## config.mk

```make
export PLATFORM = sky130hd
export DESIGN_NAME = traffic_conflict_monitor
export DESIGN_NICKNAME = d
export VERILOG_FILES = /design/src/rtl/traffic_pkg.sv /design/src/rtl/traffic_conflict_monitor_lamp_checker.sv /design/src/rtl/traffic_conflict_monitor.sv
export SDC_FILE = /design/constraint.sdc
export NUM_CORES = 1
export LEC_CHECK = 0
export ABC_AREA = 1
export CORE_MARGIN = 3
export CORE_UTILIZATION = 40
export CTS_CLUSTER_DIAMETER = 120
export CTS_CLUSTER_SIZE = 12
export DETAILED_ROUTE_END_ITERATION = 6
export PLACE_DENSITY = 0.71
export SLEW_MARGIN = 10
export SYNTH_ARGS = -nofsm -noshare
export SYNTH_HDL_FRONTEND = slang
export SYNTH_SLANG_ARGS = --single-unit
```

## constraint.sdc

```tcl
create_clock -name clk -period 4.15 [get_ports clk]
set_input_delay 0.83 -clock clk [delete_from_list [all_inputs] [get_ports clk]]
set_output_delay 0.83 -clock clk [all_outputs]
set_load 0.005 [all_outputs]
```

## src/rtl/traffic_pkg.sv

```systemverilog
// ---------------------------------------------------------------------------
// traffic_pkg: lamp encodings, fault codes and monitor state shared by the
// conflict monitor.                                                 Rev 1.0
// ---------------------------------------------------------------------------
`default_nettype none

package traffic_pkg;

  // Lamp vector bit order is {left, green, yellow, red}
  localparam logic [3:0] LAMP_LEFT   = 4'b1001;
  localparam logic [3:0] LAMP_GREEN  = 4'b0100;
  localparam logic [3:0] LAMP_YELLOW = 4'b0010;
  localparam logic [3:0] LAMP_RED    = 4'b0001;
  localparam logic [3:0] LAMP_DARK   = 4'b0000;

  localparam logic [1:0] FAULT_NONE     = 2'b00;
  localparam logic [1:0] FAULT_CONFLICT = 2'b01;
  localparam logic [1:0] FAULT_DARK     = 2'b10;
  localparam logic [1:0] FAULT_INVALID  = 2'b11;

  typedef enum logic [1:0] {
    ST_MONITOR   = 2'd0,
    ST_FLASH_ON  = 2'd1,
    ST_FLASH_OFF = 2'd2
  } mon_state_e;

endpackage : traffic_pkg

`default_nettype wire

```

## src/rtl/traffic_conflict_monitor_lamp_checker.sv

```systemverilog
// ---------------------------------------------------------------------------
// lamp_checker: combinational classification of one lamp vector into
// permissive / dark / invalid.                                      Rev 1.0
// ---------------------------------------------------------------------------
`default_nettype none

module lamp_checker
  import traffic_pkg::*;
(
  input  logic [3:0] lamp_i,
  output logic       permissive_o,
  output logic       dark_o,
  output logic       invalid_o
);

  logic w_legal;

  assign w_legal = (lamp_i == LAMP_LEFT)   || (lamp_i == LAMP_GREEN) ||
                   (lamp_i == LAMP_YELLOW) || (lamp_i == LAMP_RED);

  assign permissive_o = |lamp_i[3:1];
  assign dark_o       = (lamp_i == LAMP_DARK);
  assign invalid_o    = !dark_o && !w_legal;

endmodule : lamp_checker

`default_nettype wire

```

## src/rtl/traffic_conflict_monitor.sv

```systemverilog
// ---------------------------------------------------------------------------
// traffic_conflict_monitor: registered lamp pass-through that latches a fault
// and flashes red on conflict, dark head or illegal pattern.        Rev 1.0
// ---------------------------------------------------------------------------
`default_nettype none

module traffic_conflict_monitor
  import traffic_pkg::*;
#(
  parameter int FILTER_CYCLES = 2,
  parameter int FLASH_HALF    = 4
) (
  input  logic       clk,
  input  logic       rst,
  input  logic [3:0] ns_in,
  input  logic [3:0] ew_in,
  input  logic       fault_clr,
  output logic [3:0] ns_out,
  output logic [3:0] ew_out,
  output logic       fault,
  output logic [1:0] fault_code
);

  localparam int c_filt_w  = $clog2(FILTER_CYCLES + 1);
  localparam int c_flash_w = (FLASH_HALF > 1) ? $clog2(FLASH_HALF) : 1;

  localparam logic [c_filt_w-1:0]  c_filt_max  = c_filt_w'(FILTER_CYCLES);
  localparam logic [c_filt_w-1:0]  c_filt_trip = c_filt_w'(FILTER_CYCLES - 1);
  localparam logic [c_flash_w-1:0] c_flash_end = c_flash_w'(FLASH_HALF - 1);

  logic w_ns_perm, w_ns_dark, w_ns_inv;
  logic w_ew_perm, w_ew_dark, w_ew_inv;

  lamp_checker u_ns_chk (
    .lamp_i       (ns_in),
    .permissive_o (w_ns_perm),
    .dark_o       (w_ns_dark),
    .invalid_o    (w_ns_inv)
  );

  lamp_checker u_ew_chk (
    .lamp_i       (ew_in),
    .permissive_o (w_ew_perm),
    .dark_o       (w_ew_dark),
    .invalid_o    (w_ew_inv)
  );

  logic       w_conflict, w_dark, w_invalid, w_cond;
  logic [1:0] w_code;

  assign w_conflict = w_ns_perm && w_ew_perm;
  assign w_dark     = w_ns_dark || w_ew_dark;
  assign w_invalid  = w_ns_inv || w_ew_inv;
  assign w_cond     = w_conflict || w_dark || w_invalid;
  assign w_code     = w_conflict ? FAULT_CONFLICT :
                      w_dark     ? FAULT_DARK     :
                      w_invalid  ? FAULT_INVALID  : FAULT_NONE;

  mon_state_e             state_q, state_d;
  logic [c_filt_w-1:0]    filt_q, filt_d;
  logic [c_flash_w-1:0]   flash_q, flash_d;
  logic [3:0]             ns_out_q, ns_out_d, ew_out_q, ew_out_d;
  logic                   fault_q, fault_d;
  logic [1:0]             code_q, code_d;

  logic w_trip, w_clr_ok;

  assign w_trip   = (state_q == ST_MONITOR) && w_cond && (filt_q == c_filt_trip);
  assign w_clr_ok = (state_q != ST_MONITOR) && fault_clr && !w_cond;

  // A clean cycle always restarts the filter, which also covers the clear edge
  always_comb begin
    filt_d = '0;
    if (w_cond) begin
      filt_d = (filt_q == c_filt_max) ? filt_q : filt_q + 1'b1;
    end
  end

  always_ff @(posedge clk) begin
    if (rst) begin
      state_q  <= ST_MONITOR;
      filt_q   <= '0;
      flash_q  <= '0;
      ns_out_q <= LAMP_RED;
      ew_out_q <= LAMP_RED;
      fault_q  <= 1'b0;
      code_q   <= FAULT_NONE;
    end else begin
      state_q  <= state_d;
      filt_q   <= filt_d;
      flash_q  <= flash_d;
      ns_out_q <= ns_out_d;
      ew_out_q <= ew_out_d;
      fault_q  <= fault_d;
      code_q   <= code_d;
    end
  end

  always_comb begin
    state_d = state_q;
    case (state_q)
      ST_MONITOR: begin
        if (w_trip) state_d = ST_FLASH_ON;
      end
      ST_FLASH_ON: begin
        if (w_clr_ok)                    state_d = ST_MONITOR;
        else if (flash_q == c_flash_end) state_d = ST_FLASH_OFF;
      end
      ST_FLASH_OFF: begin
        if (w_clr_ok)                    state_d = ST_MONITOR;
        else if (flash_q == c_flash_end) state_d = ST_FLASH_ON;
      end
      default: state_d = ST_MONITOR;
    endcase
  end

  // Phase counter restarts on every state change, including the trip edge
  always_comb begin
    flash_d = flash_q + 1'b1;
    if ((state_d != state_q) || (state_q == ST_MONITOR)) begin
      flash_d = '0;
    end
  end

  always_comb begin
    ns_out_d = ns_in;
    ew_out_d = ew_in;
    fault_d  = 1'b0;
    code_d   = FAULT_NONE;
    case (state_q)
      ST_MONITOR: begin
        if (w_trip) begin
          ns_out_d = LAMP_RED;
          ew_out_d = LAMP_RED;
          fault_d  = 1'b1;
          code_d   = w_code;
        end
      end
      ST_FLASH_ON, ST_FLASH_OFF: begin
        if (!w_clr_ok) begin
          ns_out_d = (state_d == ST_FLASH_ON) ? LAMP_RED : LAMP_DARK;
          ew_out_d = (state_d == ST_FLASH_ON) ? LAMP_RED : LAMP_DARK;
          fault_d  = 1'b1;
          code_d   = code_q;
        end
      end
      default: begin
        ns_out_d = LAMP_RED;
        ew_out_d = LAMP_RED;
      end
    endcase
  end

  assign ns_out     = ns_out_q;
  assign ew_out     = ew_out_q;
  assign fault      = fault_q;
  assign fault_code = code_q;

endmodule : traffic_conflict_monitor

`default_nettype wire

```

==> results of run 1 <==
worst paths after layout:
kind / cells after the start / to / start / slack, ps
setup reg to reg: 11 / flash_q[1] / state_q[0] / 2360
setup / recovery: 13 / flash_q[0] / ew_in[0] / 1960
hold / removal: 1 / flash_q[0] / flash_q[0] / 420
hold reg to reg: 1 / flash_q[0] / flash_q[0] / 420
sequential cells by signal (all words and copies together), names as in the netlist:
register and flops:
ew_out 4, fault 1, fault_code 2, filt_q 2, flash_q 2, ns_out 4, state_q 2
report_power, final:
group          switching [mW]  leakage [nW]  internal [mW]
combinational           0.161         0.430          0.135
clock                  0.0517        0.0177         0.0358
sequential             0.0236         0.140          0.210
total                   0.236         0.588          0.380
area by class of cell:
| type | instances | area share [%] |
|---|---|---|
| multi-input combinational | 96 | 43.0 |
| sequential | 17 | 27.8 |
| timing repair buffer | 21 | 17.1 |
| inverter | 23 | 7.04 |
| tap | 28 | 2.86 |
| clock buffer | 3 | 1.84 |
| clock inverter | 1 | 0.408 |
cells by family after synthesis:
group           after synthesis
buf+inv                      24
xor+xnor                      1
simple gates                 69
fa+ha+maj                     7
compound gates               19
flops                        17
through the flow:
step	hold WS, ps	instance area [sq um]	total power, mW
2_1_floorplan	396	958	0.421
3_3_place_gp	405	1200	0.525
3_5_place_dp	409	1200	0.534
4_1_cts	424	1230	0.622
5_1_grt	447	1230	0.669
6_report	419	1230	0.616
placed cells by master, fill, tap and decap left out, drive strengths merged:
cell	instances
a21oi	12
a31oi	1
clkbuf	3
clkdlybuf4s50	21
clkinv	1
dfxtp	17
ha	7
inv	23
nand2	40
nand3	6
nor2	19
nor3	4
o21ai	6
xor2	1
per-layer routing:
metal / global-route usage, % / up-vias / wire length, microns
li1: - / 472 / -
met1: 16.4 / 395 / 843
met2: 25.0 / 19 / 916
met3: 2.41 / 5 / 98
met4: 7.29 / 0 / 34
met5: 0 / - / 0
worst register-to-register path: stages (launching register included):
cell     delay (ps)
dfxtp_1         420
inv_1           120
ha_1            320
nor2_1          220
nand3_4         120
nand2_1          90
nand3_2          60
nand2_1          90
nand2_1          60
nand2_1          80
nand3_2          70
nor2_1           80
==> results.md, run 1 <==
* Outcome: complete, no violations
* Relative slew margins at 79.2%
* Pre-CTS setup slack at 1650 ps
* ANT cells at 0
* Worst path bufs/invs at 1
* Ys Warns at 0
* Post-route ant nets at 0
* Synthesized instance count at 137
* TritonCTS sink count at 17
* Synth area leader: dfxtp_1
* TritonCTS buffer count at 3
* Final non-filler cell total at 189
* Shortest period the worst path allows at 2190 ps
* CTS Hold Buffers Added at 0
* Largest delay share family, worst path: simple AND/OR/NAND/NOR gates
* TritonCTS clock tree: yes
* CP Class: in2reg
* Vias per inst at 4.71
* Synth Area in XOR/XNOR at 0.914%
* Max-slew violations at 0
* Placed insts at 185
* Ys flop type: dfxtp_1
* Post-synthesis async set-or-reset flop share at 0%
* Worst-Skew Late Latency at 290 ps
* Vias at 891
* Post-Syn Area at 958 sq um
* Tot GR Track Use at 14.2%
* Clock Tree Buf Depth at 2
* Top-area cell type share of the netlist area at 35.5%
* Fillers at 227
* Detailed Route Iter0 Violations at 16
* Number of flops mapped to enable cells by yosys at 0
* Post-synthesis compound-gate area fraction at 10.1%
* IO Pins at 22
* Placer Congestion at 0.934
* Post-CTS Setup Bufs at 0
* Power Density at 503 nW/um^2
* Peak VDD IR at 0.297 mV
* Post-synthesis simple-gate area fraction at 34.9%
* Critical path peak fanout at 5
* Area of the multi-input gates at 527 sq um
* Cells along the critical path: clkdlybuf4s50_1 -> o21ai_1 -> nand2_1 -> nor2_4 -> nand2_2 -> nand2_4 -> nand2_1 -> nand2_2 -> nand2_1 -> nand2_1 -> nand2_1 -> nand3_2 -> nor2_1
* Syn Nets at 155
* CORE AREA at 2230 sq um
* Data required, critical path at 4340 ps
* HPWL Detailed at 1.58 mm
* Startpoint Class: input pin
* Drt pass-1 iters at 4
* Vias in the first global route at 788
* Horiz. Die Dim at 55.0 microns
* H-tree Lvls at 1
* Clk root buf: clkbuf_4
* Detailed Route WL at 1.89 mm
* Gr ovfl total at 0
* Nets at 180
* Leak Pwr at 0.588 nW
* Area Overhead vs Synth at 27.9%
* RSZ-0062 raised after global routing: false
* Worst Hold Class: reg2reg
* Crit-path max cell delay at 480 ps
* Final worst setup slack at 1960 ps
* Worst Path Arrival at 2380 ps
* Endpoints failing setup at 0
* Layout Skew at 2.94 ps
* Avg Cell Area, Syn at 7.00 sq um
* Post-synthesis sequential area ratio at 35.5%
* Average wire per standard cell at 10.0 microns
* Sequential cell area at 340 sq um
* DRC Markers at 0
* Die area at 3020 sq um
* Global-route wire length before repair at 3.08 mm
* Setup TNS at 0 ps
* PortBufs at 21
* Proportion of synthesized area in mux cells at 0%
* Main combinational cell family by area after synthesis: simple AND/OR/NAND/NOR gates
* Hold Vio Cnt, Final at 0
* Slowest cell on the critical path: clkdlybuf4s50_1
* Top-count cell post-synth: nand2_1
* Fmax at 457 MHz
* Worst-path clk slew at 100 ps
* Crit share post-route at 52.7%
* Slew @ Worst Pin at 311 ps
* Site Rows at 17
* #FFs+latches synth at 17
* Initial Util at 42.9%
* # resized after CTS at 0
* Synth cell types at 20
* Adder-cell share of the synthesized area at 9.14%
* Commonest cells in the netlist: nand2_1 (33), inv_1 (22), dfxtp_1 (17)
* Largest net degree at the start of global routing at 11
* Crit-path most repeated cell: nand2_1
* Critical Path Sink Type: register
* Synth area leaders: dfxtp_1 (36%), nand2_1 (13%), ha_1 (9.1%)
* Initial antenna violation count at 0
* Layout cells sized above 1 at 11.2%
* Die height at 55.0 microns
* Post-layout util at 54.9%
* Number of max-cap violations at 0
(Power assumes the default switching activity.)
==> inputs of run 2 (changes only) <==
--- a/config.mk
+++ b/config.mk
@@ -11,7 +11,7 @@
 export CTS_CLUSTER_DIAMETER = 120
 export CTS_CLUSTER_SIZE = 12
 export DETAILED_ROUTE_END_ITERATION = 6
-export PLACE_DENSITY = 0.71
+export PLACE_DENSITY = 0.74
 export SLEW_MARGIN = 10
 export SYNTH_ARGS = -nofsm -noshare
 export SYNTH_HDL_FRONTEND = slang
==> constraint.sdc (replaced) <==
create_clock -name clk -period 1.8 [get_ports clk]
set_input_delay 0.36 -clock clk [delete_from_list [all_inputs] [get_ports clk]]
set_output_delay 0.36 -clock clk [all_outputs]
set_load 0.005 [all_outputs]
==> results.md, run 2 (synthesized netlist as in run 1, its figures left out) <==
* Outcome: complete, no violations (unchanged)
* NetSw at 551 uW (was 236 uW)
* Die height at 55.0 microns (unchanged)
* RSZ-0062 raised after global routing: false (unchanged)
* H-tree Lvls at 1 (unchanged)
* Area of the multi-input gates at 529 sq um (was 527 sq um)
* Worst-Skew Late Latency at 290 ps (about the same)
* Clock Tree Buf Depth at 2 (unchanged)
* Horiz. Die Dim at 55.0 microns (unchanged)
* Detailed Route Iter0 Violations at 11 (was 16)
* Critical path peak fanout at 5 (unchanged)
* Worst r2r dst: ew_out[0] (was flash_q[1])
* Worst Path Arrival at 1880 ps (was 2380 ps)
* Placed insts at 197 (was 185)
* IO Pins at 22 (unchanged)
* TritonCTS buffer count at 3 (unchanged)
* Worst R2R Path Depth at 10 (was 11)
* Number of cells on the worst hold path at 3 (was 1)
* Max-slew violations at 0 (unchanged)
* Average wire per standard cell at 10.1 microns (was 10.0 microns)
* CP Class: in2reg (unchanged)
* Vias in the first global route at 826 (was 788)
* ANT cells at 0 (unchanged)
* Initial antenna violation count at 0 (unchanged)
* Nets at 192 (was 180)
* Worst-path clk slew at 90 ps (was 100 ps)
* Reg power frac at 35.5% (was 37.8%)
* Hold EP: ns_out[2] (was flash_q[0])
* Worst R2R Setup Slack at 230 ps (was 2360 ps)
* Slowest cell on the critical path: clkdlybuf4s50_1 (unchanged)
* Worst Hold Class: in2reg (was reg2reg)
* Final worst setup slack at 121 ps (was 1960 ps)
* Leak Pwr at 0.702 nW (was 0.588 nW)
* HPWL Detailed at 1.69 mm (was 1.58 mm)
* Cells along the critical path: clkdlybuf4s50_1 -> nor2_2 -> nand2_1 -> nand2_2 -> inv_2 -> nor2_4 -> nand2_2 -> nand2_4 -> nand2_1 -> nand2_2 -> nand2_1 -> nand2_1 -> nand2_1 -> nand3_2 -> nor2_1 (was clkdlybuf4s50_1 -> o21ai_1 -> nand2_1 -> nor2_4 -> nand2_2 -> nand2_4 -> nand2_1 -> nand2_2 -> nand2_1 -> nand2_1 -> nand2_1 -> nand3_2 -> nor2_1)
* PortBufs at 21 (unchanged)
* Crit share post-route at 93.3%
* Number of max-cap violations at 0 (unchanged)
* Placer Congestion at 0.902 (was 0.934)
* Initial Util at 42.9% (unchanged)
* Endpoints failing setup at 0 (unchanged)
* Final non-filler cell total at 201 (was 189)
* Vias per inst at 4.62 (was 4.71)
* DRC Markers at 0 (unchanged)
* Post-route ant nets at 0 (unchanged)
* CORE AREA at 2230 sq um (unchanged)
* Slew @ Worst Pin at 323 ps (was 311 ps)
* Crit-path max cell delay at 450 ps (was 480 ps)
* TritonCTS sink count at 17 (unchanged)
* Site Rows at 17 (unchanged)
* Critical Path Sink Type: register (unchanged)
* Global-route wire length before repair at 3.32 mm (was 3.08 mm)
* Layout cells sized above 1 at 19.1% (was 11.2%)
* Hold Vio Cnt, Final at 0 (unchanged)
* Setup TNS at 0 ps (unchanged)
* Die area at 3020 sq um (unchanged)
* Relative slew margins at 78.4% (was 79.2%)
* Post-CTS Setup Bufs at 0 (unchanged)
* Detailed Route WL at 2.03 mm (was 1.89 mm)
* Hold_sp: ns_in[2] (was flash_q[0])
* Fmax at 596 MHz
* Power Density at 1110 nW/um^2 (was 503 nW/um^2)
* Gr ovfl total at 0 (unchanged)
* Sequential cell area at 340 sq um (unchanged)
* Combinational Power Share at 50.7% (was 48.0%)
* Shortest period the worst path allows at 1680 ps
* Area Overhead vs Synth at 39.3% (was 27.9%)
* Drt pass-1 iters at 4 (unchanged)
* Data required, critical path at 2000 ps (was 4340 ps)
* Min Hold Slack at 359 ps (was 419 ps)
* Pre-CTS setup slack at -242 ps (was 1650 ps)
* Fillers at 207 (was 227)
* Clock power share at 13.8% (was 14.2%)
* Vias at 928 (was 891)
* Peak VDD IR at 0.593 mV (was 0.297 mV)
* P_int at 932 uW (was 380 uW)
* Total Power at 1.48 mW (was 616 uW)
* Startpoint Class: input pin (unchanged)
* Worst R2R Start: state_q[0] (unchanged)
* Switching share of power at 37.2% (was 38.3%)
* Crit-path most repeated cell: nand2_1 (unchanged)
* Largest net degree at the start of global routing at 10 (was 11)
* Layout Skew at 1.10 ps (was 2.94 ps)
* TritonCTS clock tree: yes (unchanged)
* Most frequent cells in the layout: nand2_1 (33), inv_1 (19), dfxtp_1 (17) (was nand2_1 (33), inv_1 (22), clkdlybuf4s50_1 (21))
* Clk root buf: clkbuf_4 (unchanged)
* Commonest non-fill, non-tap cell in the layout: nand2_1 (unchanged)
* Tot GR Track Use at 15.4% (was 14.2%)
==> run 2: worst max-delay path, delay by kind of cell <==
family / cells / cell delay, ps
simple gates: 13 / 1000
buf+inv: 2 / 500
==> run 2: how the worst max path moves through the flow <==
stage                 end        from  slack, ps
2_1_floorplan   ew_out[0]  state_q[0]        210
3_3_place_gp   flash_q[0]    ns_in[0]       -200
3_5_place_dp   flash_q[0]    ns_in[0]       -240
4_1_cts        flash_q[0]    ns_in[0]         80
5_1_grt        flash_q[0]    ew_in[3]          3
6_report       flash_q[0]    ew_in[3]        120
==> run 2: power groups by stage <==
stage | Combinational [mW] | Sequential, mW | Clock, mW
2_1_floorplan | 0.423 | 0.548 | 0
5_1_grt | 0.855 | 0.539 | 0.230
4_1_cts | 0.761 | 0.528 | 0.219
3_3_place_gp | 0.739 | 0.532 | 0
6_report | 0.752 | 0.526 | 0.204
3_5_place_dp | 0.760 | 0.537 | 0
==> run 2: layer usage <==
layer,routed length (microns),share of wire [%],global-route usage (%),vias to the layer above
li1,-,-,-,494
met1,870,43,17.3,410
met2,1010,50,26.8,20
met4,36,1.8,8.50,0
met3,114,5.6,3.49,4
met5,0,0,0,-
==> run 2: area by class of cell <==
class	instances	area share (%)
sequential	17	25.5
inverter	23	6.47
clock buffer	4	1.97
tap	28	2.62
multi-input combinational	96	39.6
timing repair buffer	33	23.8
==> run 2: repair_timing <==
action / in CTS / in global routing
hold buffers: 0 / 0
setup endpoints to repair: 0 / 6
resized for setup: 0 / 11
==> run 2: through the flow <==
| step | utilization, % | area, sq um |
|---|---|---|
| 4_1_cts | 58.9 | 1320 |
| 3_3_place_gp | 57.7 | 1290 |
| 6_report | 59.8 | 1340 |
| 2_1_floorplan | - | 958 |
| 5_1_grt | 59.8 | 1340 |
| 3_5_place_dp | 57.7 | 1290 |
==> inputs of run 3 (changes only) <==
--- a/config.mk
+++ b/config.mk
@@ -11,6 +11,7 @@
 export CTS_CLUSTER_DIAMETER = 120
 export CTS_CLUSTER_SIZE = 12
 export DETAILED_ROUTE_END_ITERATION = 6
+export GPL_TIMING_DRIVEN = 0
 export PLACE_DENSITY = 0.74
 export SLEW_MARGIN = 10
 export SYNTH_ARGS = -nofsm -noshare
==> results.md, run 3 (synthesized netlist as in run 1, its figures left out) <==
* Largest net degree at the start of global routing at 10 (unchanged)
* Detailed Route Iter0 Violations at 22 (was 11)
* Max-slew violations at 0 (unchanged)
* TritonCTS sink count at 17 (unchanged)
* Vias at 892 (was 928)
* Detailed Route WL at 2.02 mm (was 2.03 mm)
* CP Class: reg2reg (was in2reg)
* Clk root buf: clkbuf_4 (unchanged)
* Startpoint Class: register (was input pin)
* ANT cells at 0 (unchanged)
* Drt pass-1 iters at 4 (unchanged)
* Worst-Skew Late Latency at 290 ps (about the same)
* Initial antenna violation count at 0 (unchanged)
* Outcome: complete, no violations (unchanged)
* Hold Vio Cnt, Final at 0 (unchanged)
* Critical Path Sink Type: register (unchanged)
* Placer Congestion at 0.823 (was 0.902)
* TritonCTS clock tree: yes (unchanged)
* Data required, critical path at 2020 ps (was 2000 ps)
* Fillers at 207 (unchanged)
* Die area at 3020 sq um (unchanged)
* Fmax at 609 MHz (was 596 MHz)
* Shortest period the worst path allows at 1640 ps (was 1680 ps)
* Crit share post-route at 91.2% (was 93.3%)
* Average wire per standard cell at 10.6 microns (was 10.1 microns)
* Worst R2R Start: state_q[0] (unchanged)
* Gr ovfl total at 0 (unchanged)
* Leak Pwr at 0.663 nW (was 0.702 nW)
* Layout Skew at 5.50 ps (was 1.10 ps)
* Peak VDD IR at 0.640 mV (was 0.593 mV)
* Nets at 182 (was 192)
* Initial Util at 42.9% (unchanged)
* Site Rows at 17 (unchanged)
* Power Density at 1130 nW/um^2 (was 1110 nW/um^2)
* RSZ-0062 raised after global routing: false (unchanged)
* PortBufs at 21 (unchanged)
* Relative slew margins at 81.4% (was 78.4%)
* Area Overhead vs Synth at 33.6% (was 39.3%)
* Worst-path clk slew at 100 ps (was 90 ps)
* Hold EP: ew_out[3] (was ns_out[2])
* Global-route wire length before repair at 3.23 mm (was 3.32 mm)
* IO Pins at 22 (unchanged)
* Worst R2R Path Depth at 12 (was 10)
* CTS Hold Buffers Added at 0 (unchanged)
* Number of cells on the worst hold path at 3 (unchanged)
* Worst Hold Class: in2reg (unchanged)
* Vias per inst at 4.67 (was 4.62)
* Hold_sp: ew_in[3] (was ns_in[2])
* Worst r2r dst: flash_q[0] (was ew_out[0])
* Clock Tree Buf Depth at 2 (unchanged)
* Most frequent cells in the layout: nand2_1 (33), inv_1 (16), dfxtp_1 (15) (was nand2_1 (33), inv_1 (19), dfxtp_1 (17))
* Pre-CTS setup slack at -255 ps (was -242 ps)
* Horiz. Die Dim at 55.0 microns (unchanged)
* Vias in the first global route at 789 (was 826)
* Worst R2R Setup Slack at 160 ps (was 230 ps)
* CORE AREA at 2230 sq um (unchanged)
* Commonest non-fill, non-tap cell in the layout: nand2_1 (unchanged)
* Slew @ Worst Pin at 278 ps (was 323 ps)
* HPWL Detailed at 1.52 mm (was 1.69 mm)
* Die height at 55.0 microns (unchanged)
* Critical path peak fanout at 8 (was 5)
* Post-route ant nets at 0 (unchanged)
* H-tree Lvls at 1 (unchanged)
* Endpoints failing setup at 0 (unchanged)
* Number of max-cap violations at 0 (unchanged)
* DRC Markers at 0 (unchanged)
* Tot GR Track Use at 14.6% (was 15.4%)
* Total Power at 1.44 mW (was 1.48 mW)
* Worst Path Arrival at 1870 ps (was 1880 ps)
* Layout cells sized above 1 at 18.4% (was 19.1%)
* Final worst setup slack at 158 ps (was 121 ps)
* Post-layout util at 57.3% (was 59.8%)
* TritonCTS buffer count at 3 (unchanged)
## run 3: timing repair
item                       in CTS  in global routing
setup buffers                   0                  1
setup endpoints to repair       1                 11
resized for setup               1                 22
pin swaps                       0                  4
## run 3: final cells by class
cell class	count	area (sq um)	share of cell area, %
multi-input combinational	96	539	42.1
sequential	17	348	27.2
timing repair buffer	22	238	18.6
inverter	23	86.3	6.74
tap	28	35.0	2.74
clock buffer	4	26.3	2.05
buffer	1	7.51	0.587
## run 3: worst max-delay path by stage
stage	from	to
6_report	state_q[0]	flash_q[0]
5_1_grt	state_q[0]	flash_q[0]
4_1_cts	state_q[0]	flash_q[0]
3_5_place_dp	ew_in[0]	flash_q[0]
3_3_place_gp	ew_in[0]	flash_q[0]
2_1_floorplan	state_q[0]	ew_out[0]
## run 3: critical path, stage by stage (launching register included)
cell and delay (ps):
dfxtp_4 380, inv_2 60, ha_1 190, clkbuf_4 180, nor2_4 130, nand3_4 100
nand2_1 90, nand3_2 60, nand2_1 100, nand2_1 60, nand2_1 70, nand3_2 80
nor2_1 100
## run 3: layer usage
metal	track usage (%)	share of wire (%)	wire length (microns)	vias up
li1	-	-	-	476
met1	17.6	43	871	390
met2	25.2	50	1010	22
met3	2.95	5.1	103	4
met4	5.67	1.6	32	0
met5	0	0	0	-
## run 3: where the power goes
part	internal (mW)	switching [mW]	leakage, nW
combinational	0.325	0.377	0.507
sequential	0.488	0.0529	0.141
clock	0.0861	0.117	0.0150
## run 3: stage by stage
stage                     setup TNS [ps]  hold slack [ps]  cell area, sq um  cells
after CTS                              0              431              1230    190
after global placement             -1860              404              1200    186
after global routing                   0              369              1280    191
final                                  0              353              1280    191
after detailed placement           -2100              417              1200    186
after floorplan                        0              396               958    137
